[src/rtl/stream_mux_pkg.sv]
// Shared constants and helpers for the stream_mux_n slice.
package stream_mux_pkg;

    localparam logic MODE_SEL = 1'b0;
    localparam logic MODE_RR  = 1'b1;

    // Channel-index width; never narrower than one bit.
    function automatic int sel_width(input int num_ch);
        return (num_ch > 2) ? $clog2(num_ch) : 1;
    endfunction

endpackage

[src/rtl/rr_arbiter.sv]
// Combinational rotating-priority search: first requester at or after ptr, with wrap-around.
module rr_arbiter
    import stream_mux_pkg::*;
#(
    parameter  int NUM_CH = 4,
    localparam int SEL_W  = sel_width(NUM_CH)
) (
    input  logic [NUM_CH-1:0] req,
    input  logic [SEL_W-1:0]  ptr,
    output logic [SEL_W-1:0]  gnt_idx,
    output logic              gnt_vld
);

    always_comb begin
        // NOTE: every combinational output gets a default first so no path infers a latch.
        gnt_idx = '0;
        gnt_vld = 1'b0;
        // Walk from the farthest offset back to ptr so the nearest requester is written last.
        for (int i = NUM_CH - 1; i >= 0; i--) begin
            if (req[(int'(ptr) + i) % NUM_CH]) begin
                gnt_idx = SEL_W'((int'(ptr) + i) % NUM_CH);
                gnt_vld = 1'b1;
            end
        end
    end

endmodule

[src/rtl/stream_mux_n.sv]
// N-channel registered valid/ready stream multiplexer, external select or round-robin.
// Define STREAM_MUX_LOCK_EN to hold the grant on one channel until its in_last beat.
module stream_mux_n
    import stream_mux_pkg::*;
#(
    parameter  int NUM_CH = 4,
    parameter  int DATA_W = 8,
    localparam int SEL_W  = sel_width(NUM_CH)
) (
    input  logic                     clk,
    input  logic                     rst,
    input  logic                     mode,
    input  logic [SEL_W-1:0]         sel,
    input  logic [NUM_CH*DATA_W-1:0] in_data,
    input  logic [NUM_CH-1:0]        in_valid,
    input  logic [NUM_CH-1:0]        in_last,
    output logic [NUM_CH-1:0]        in_ready,
    output logic [DATA_W-1:0]        out_data,
    output logic [SEL_W-1:0]         out_ch,
    output logic                     out_last,
    output logic                     out_valid,
    input  logic                     out_ready
);

    logic              out_valid_q, out_valid_d;
    logic [DATA_W-1:0] out_data_q,  out_data_d;
    logic [SEL_W-1:0]  out_ch_q,    out_ch_d;
    logic              out_last_q,  out_last_d;
    logic [SEL_W-1:0]  ptr_q,       ptr_d;
`ifdef STREAM_MUX_LOCK_EN
    logic              lock_q,      lock_d;
    logic [SEL_W-1:0]  lock_ch_q,   lock_ch_d;
    logic              lock_vld;
`endif

    logic [SEL_W-1:0]  rr_idx;
    logic              rr_vld;
    logic              sel_vld;
    logic [SEL_W-1:0]  gnt_idx;
    logic              gnt_vld;
    logic [DATA_W-1:0] gnt_data;
    logic              gnt_last;
    logic              load;
    logic              xfer;
    logic              ptr_adv;

    rr_arbiter #(.NUM_CH(NUM_CH)) u_rr (
        .req     (in_valid),
        .ptr     (ptr_q),
        .gnt_idx (rr_idx),
        .gnt_vld (rr_vld)
    );

    assign load = !out_valid_q || out_ready;
    assign xfer = load && gnt_vld && !rst;

    // Grant selection; an out-of-range sel matches no channel and so grants nothing.
    always_comb begin
        sel_vld = 1'b0;
        for (int c = 0; c < NUM_CH; c++) begin
            if (SEL_W'(c) == sel) sel_vld = in_valid[c];
        end
        gnt_idx = sel;
        gnt_vld = sel_vld;
        if (mode == MODE_RR) begin
            gnt_idx = rr_idx;
            gnt_vld = rr_vld;
        end
`ifdef STREAM_MUX_LOCK_EN
        lock_vld = 1'b0;
        for (int c = 0; c < NUM_CH; c++) begin
            if (SEL_W'(c) == lock_ch_q) lock_vld = in_valid[c];
        end
        if (lock_q) begin
            gnt_idx = lock_ch_q;
            gnt_vld = lock_vld;
        end
`endif
    end

    always_comb begin
        gnt_data = '0;
        gnt_last = 1'b0;
        in_ready = '0;
        for (int c = 0; c < NUM_CH; c++) begin
            if (SEL_W'(c) == gnt_idx) begin
                gnt_data    = in_data[c*DATA_W +: DATA_W];
                gnt_last    = in_last[c];
                in_ready[c] = xfer;
            end
        end
    end

    always_comb begin
        out_valid_d = out_valid_q;
        out_data_d  = out_data_q;
        out_ch_d    = out_ch_q;
        out_last_d  = out_last_q;
        ptr_d       = ptr_q;

        if (xfer) begin
            out_valid_d = 1'b1;
            out_data_d  = gnt_data;
            out_ch_d    = gnt_idx;
            out_last_d  = gnt_last;
        end else if (out_valid_q && out_ready) begin
            out_valid_d = 1'b0;
        end

        ptr_adv = xfer && (mode == MODE_RR);
`ifdef STREAM_MUX_LOCK_EN
        ptr_adv = ptr_adv && gnt_last;
        lock_d    = lock_q;
        lock_ch_d = lock_ch_q;
        if (xfer) begin
            lock_d    = !gnt_last;
            lock_ch_d = gnt_idx;
        end
`endif
        if (ptr_adv) begin
            ptr_d = (gnt_idx == SEL_W'(NUM_CH - 1)) ? '0 : gnt_idx + SEL_W'(1);
        end
    end

    // NOTE: sequential state uses non-blocking assignments only; the output register is reset so a reset mid-stall leaves no stale beat visible.
    always_ff @(posedge clk or posedge rst) begin
        if (rst) begin
            out_valid_q <= 1'b0;
            out_data_q  <= '0;
            out_ch_q    <= '0;
            out_last_q  <= 1'b0;
            ptr_q       <= '0;
`ifdef STREAM_MUX_LOCK_EN
            lock_q      <= 1'b0;
            lock_ch_q   <= '0;
`endif
        end else begin
            out_valid_q <= out_valid_d;
            out_data_q  <= out_data_d;
            out_ch_q    <= out_ch_d;
            out_last_q  <= out_last_d;
            ptr_q       <= ptr_d;
`ifdef STREAM_MUX_LOCK_EN
            lock_q      <= lock_d;
            lock_ch_q   <= lock_ch_d;
`endif
        end
    end

    assign out_valid = out_valid_q;
    assign out_data  = out_data_q;
    assign out_ch    = out_ch_q;
    assign out_last  = out_last_q;

endmodule

[config.mk]
export PLATFORM = sky130hd
export DESIGN_NAME = stream_mux_n
export DESIGN_NICKNAME = d
export VERILOG_FILES = /design/src/rtl/stream_mux_pkg.sv /design/src/rtl/rr_arbiter.sv /design/src/rtl/stream_mux_n.sv
export SDC_FILE = /design/constraint.sdc
export NUM_CORES = 1
export LEC_CHECK = 0
export ABC_AREA = 1
export BUFFER_PORTS_ARGS = -buffer_cell sky130_fd_sc_hd__buf_2
export CAP_MARGIN = 40
export CORE_MARGIN = 2
export CORE_UTILIZATION = 40
export DETAILED_ROUTE_END_ITERATION = 8
export GPL_TIMING_DRIVEN = 0
export HOLD_SLACK_MARGIN = 0.08
export PLACE_DENSITY_LB_ADDON = 0.15
export SLEW_MARGIN = 20
export SYNTH_ARGS = -nofsm -noshare
export SYNTH_HDL_FRONTEND = slang
export SYNTH_SLANG_ARGS = --single-unit
[constraint.sdc]
create_clock -name clk -period 5.05 [get_ports clk]
set_clock_uncertainty 0.15 [all_clocks]
set_input_delay 0.7575 -clock clk [delete_from_list [all_inputs] [get_ports clk]]
set_output_delay 0.7575 -clock clk [all_outputs]
set_load 0.02 [all_outputs]
==> flow_summary.ini <==
[finish]
insertedDiodeCount = 0
drive_above_1_share_pct = 33.73
area_delta_synth_final_pct = 31.83
final_nets = 306
stdcell_area_sq_mm = 0.001575
fillers = 297

[die]
start_util_pct = 42.60
dieArea_sq_mm = 0.003440
die_h_microns = 58.66
die_w_microns = 58.66
core-area_sq_mm = 0.002805
core.rowCount = 19
pin_count = 62

[synthesis]
syn_area_per_cell_sq_um = 6.289
yosysWarnings = 0
netlist_area_sq_mm = 0.001195
synth_fp_nets = 240
ys_seq_elements = 14
seq_area_frac_synth_pct = 29.32
syn_inst = 190
yosysUniqueCellTypes = 21

[status]
violations = DRC
status = finished with violations

[placed_design]
dpl.hpwl_microns = 2448
placed_area_sq_mm = 0.001539
place.port_buffers = 61
place.gp.congestion = 0.8535
pre_cts_ws_ns = 1.377

[timing]
timing.final.setup_violations = 0
grt_setup_unrepaired = no
timing.hold.ws_ns = 0.3284
worstMarginPinSlew_ns = 0.5178
setup_ws_ns = 1.387
drv_slew = 0
min_period_ns = 3.663
finalCritPeriodShare_pct = 72.53
slew_headroom_pct = 65.35
max_freq_mhz = 273.0
setup_tns_ns = 0
hold_violations = 0

[grt]
grt_antenna_before_repair = 0
grt_pass1_vias = 1249
gr-total-overflow = 0
grt_max_degree = 15
grt.total_usage_pct = 18.63
grt_pass1_wl_microns = 5050

[clock_network]
cts_tree = built
clk_latency_ns = 0.28
cts_hold_buffers = 0
cts_buffers = 3
cts_resized = 0
root_buffer = clkbuf_4
postCtsSetupRepairBufs = 0
cts.sinks = 14
cts_max_level = 1
clkTransAtPathRegs_ns = 0.08
clockBufferDepth = 2

[setup_path]
critical_path.most_common_cell = nand2_1
r2r_cells = 19
crit_chain = buf_2, nand2_1, nand2_2, nor2_2, inv_1, nand2_1, nand2_1, nand3_1, nand2_1, inv_1, ha_1, clkbuf_1, clkbuf_1, inv_1, nor2_1, buf_2
cp.arrival_ns = 2.76
crit_slowest_cell = clkbuf_1
cp_data_required_time_ns = 4.14
path_max_fanout = 10
startpoint = in_valid[3]
rrSetupSlack_ns = 2.22
worst_path_largest_cell_delay_ns = 0.30
r2r-end = out_data[5]
cp-start-kind = input pin
timing.rr.start = ptr_q[0]
endpoint_kind = primary output
crit_type = in -> out

[drt]
vias = 1354
drt_first_pass_iters = 6
vias_per_cell = 4.734
drt-initial-drc-count = 57
wire_per_inst_microns = 10.36
drc = 3
ant_nets = 0
routed_wl_microns = 2962

[power_and_ir_drop]
ir_worst_vdd_uv = 179.2
powerDensity_mw_per_mm2 = 510.3
p_total_w = 0.0008039
p_leak_nw = 0.9136

[min_path]
holdCritPathClass = reg -> reg
hold_end = out_data[6]
holdPathStages = 2
min-delay-start = out_data[6]

[job]
maxCapViolations = 0
[stage by stage]
| step | util (%) | cells |
|---|---|---|
| floorplan | - | 190 |
| global placement | 54.86 | 282 |
| detailed placement | 54.86 | 282 |
| CTS | 56.16 | 286 |
| global route | 56.16 | 286 |
| finish | 56.16 | 286 |
[area by class of cell]
class | count | area [sq um] | share of cell area [%]
sequential | 14 | 350.3 | 22.24
timing repair buffer | 61 | 305.3 | 19.38
multi-input combinational | 156 | 739.5 | 46.94
buffer | 6 | 47.55 | 3.018
clock buffer | 4 | 36.28 | 2.303
inverter | 14 | 57.56 | 3.654
tap | 31 | 38.79 | 2.462
[power breakdown]
part / leakage (nW) / switching, W / internal [W]
logic: 0.717 / 0.000338 / 0.000189
registers: 0.176 / 0.0000326 / 0.000165
clock network: 0.0210 / 0.0000350 / 0.0000439
[critical path, delay by kind of cell]
family / cells / cell delay [ns]
simple gates: 8 / 0.73
buf+inv: 7 / 1.11
fa+ha+maj: 1 / 0.14
[placed cells by master (no fill, tap or decap), drive strengths merged]
cell type,count
o21ai,24
nand2,92
ha,4
nand3,10
clkbuf,7
inv,14
a21oi,10
nor2,15
o211ai,1
buf,64
dfrtp,14
[synth_stat cells]
master	number	area share, %
inv_1	12	3.8
buf_6	1	0.94
nand2_2	10	5.2
inv_6	1	0.73
inv_2	1	0.31
buf_2	1	0.42
nand3_2	2	1.7
buf_12	1	1.7
nand3_4	1	1.5
ha_1	4	4.2
nor2_2	2	1.0
dfrtp_1	14	29
o21ai_1	1	0.42
a21oi_1	10	4.2
nand3_1	7	2.9
nand2_1	81	25
o211ai_1	1	0.63
nand2_4	1	0.94
nor2_1	13	4.1
o21ai_0	23	9.6
clkbuf_1	3	0.94
[kinds of logic (layout without fill, tap and decap cells)]
logic type | after synthesis | count (layout) | synth area share [%]
buffers and inverters | 20 | 85 | 8.795
and+or+nand+nor | 117 | 117 | 42.83
AOI/OAI and AO/OA | 35 | 35 | 14.87
adders and majority gates | 4 | 4 | 4.189
DFF | 14 | 14 | 29.32
[routing by layer]
layer | part of all wire [%] | vias to the layer above | track usage (%) | routed length, microns
li1 | - | 732 | - | -
met2 | 41 | 52 | 27.61 | 1218
met4 | 1.0 | 0 | 6.818 | 31
met3 | 7.3 | 3 | 2.637 | 216
met5 | 0 | - | 0 | 0
met1 | 51 | 567 | 27.53 | 1497
[sequential cells by signal, indices dropped and copies added (netlist names)]
name	cells
out_last	1
out_valid	1
out_ch	2
ptr_q	2
out_data	8
[worst max path at each step]
stage,end,slack [ns]
finish,in_ready[3],1.39
floorplan,in_ready[3],1.69
global route,in_ready[3],1.06
global placement,in_ready[3],1.39
detailed placement,in_ready[3],1.38
CTS,in_ready[3],1.39
Note: power is estimated with default switching activity, not from simulation.
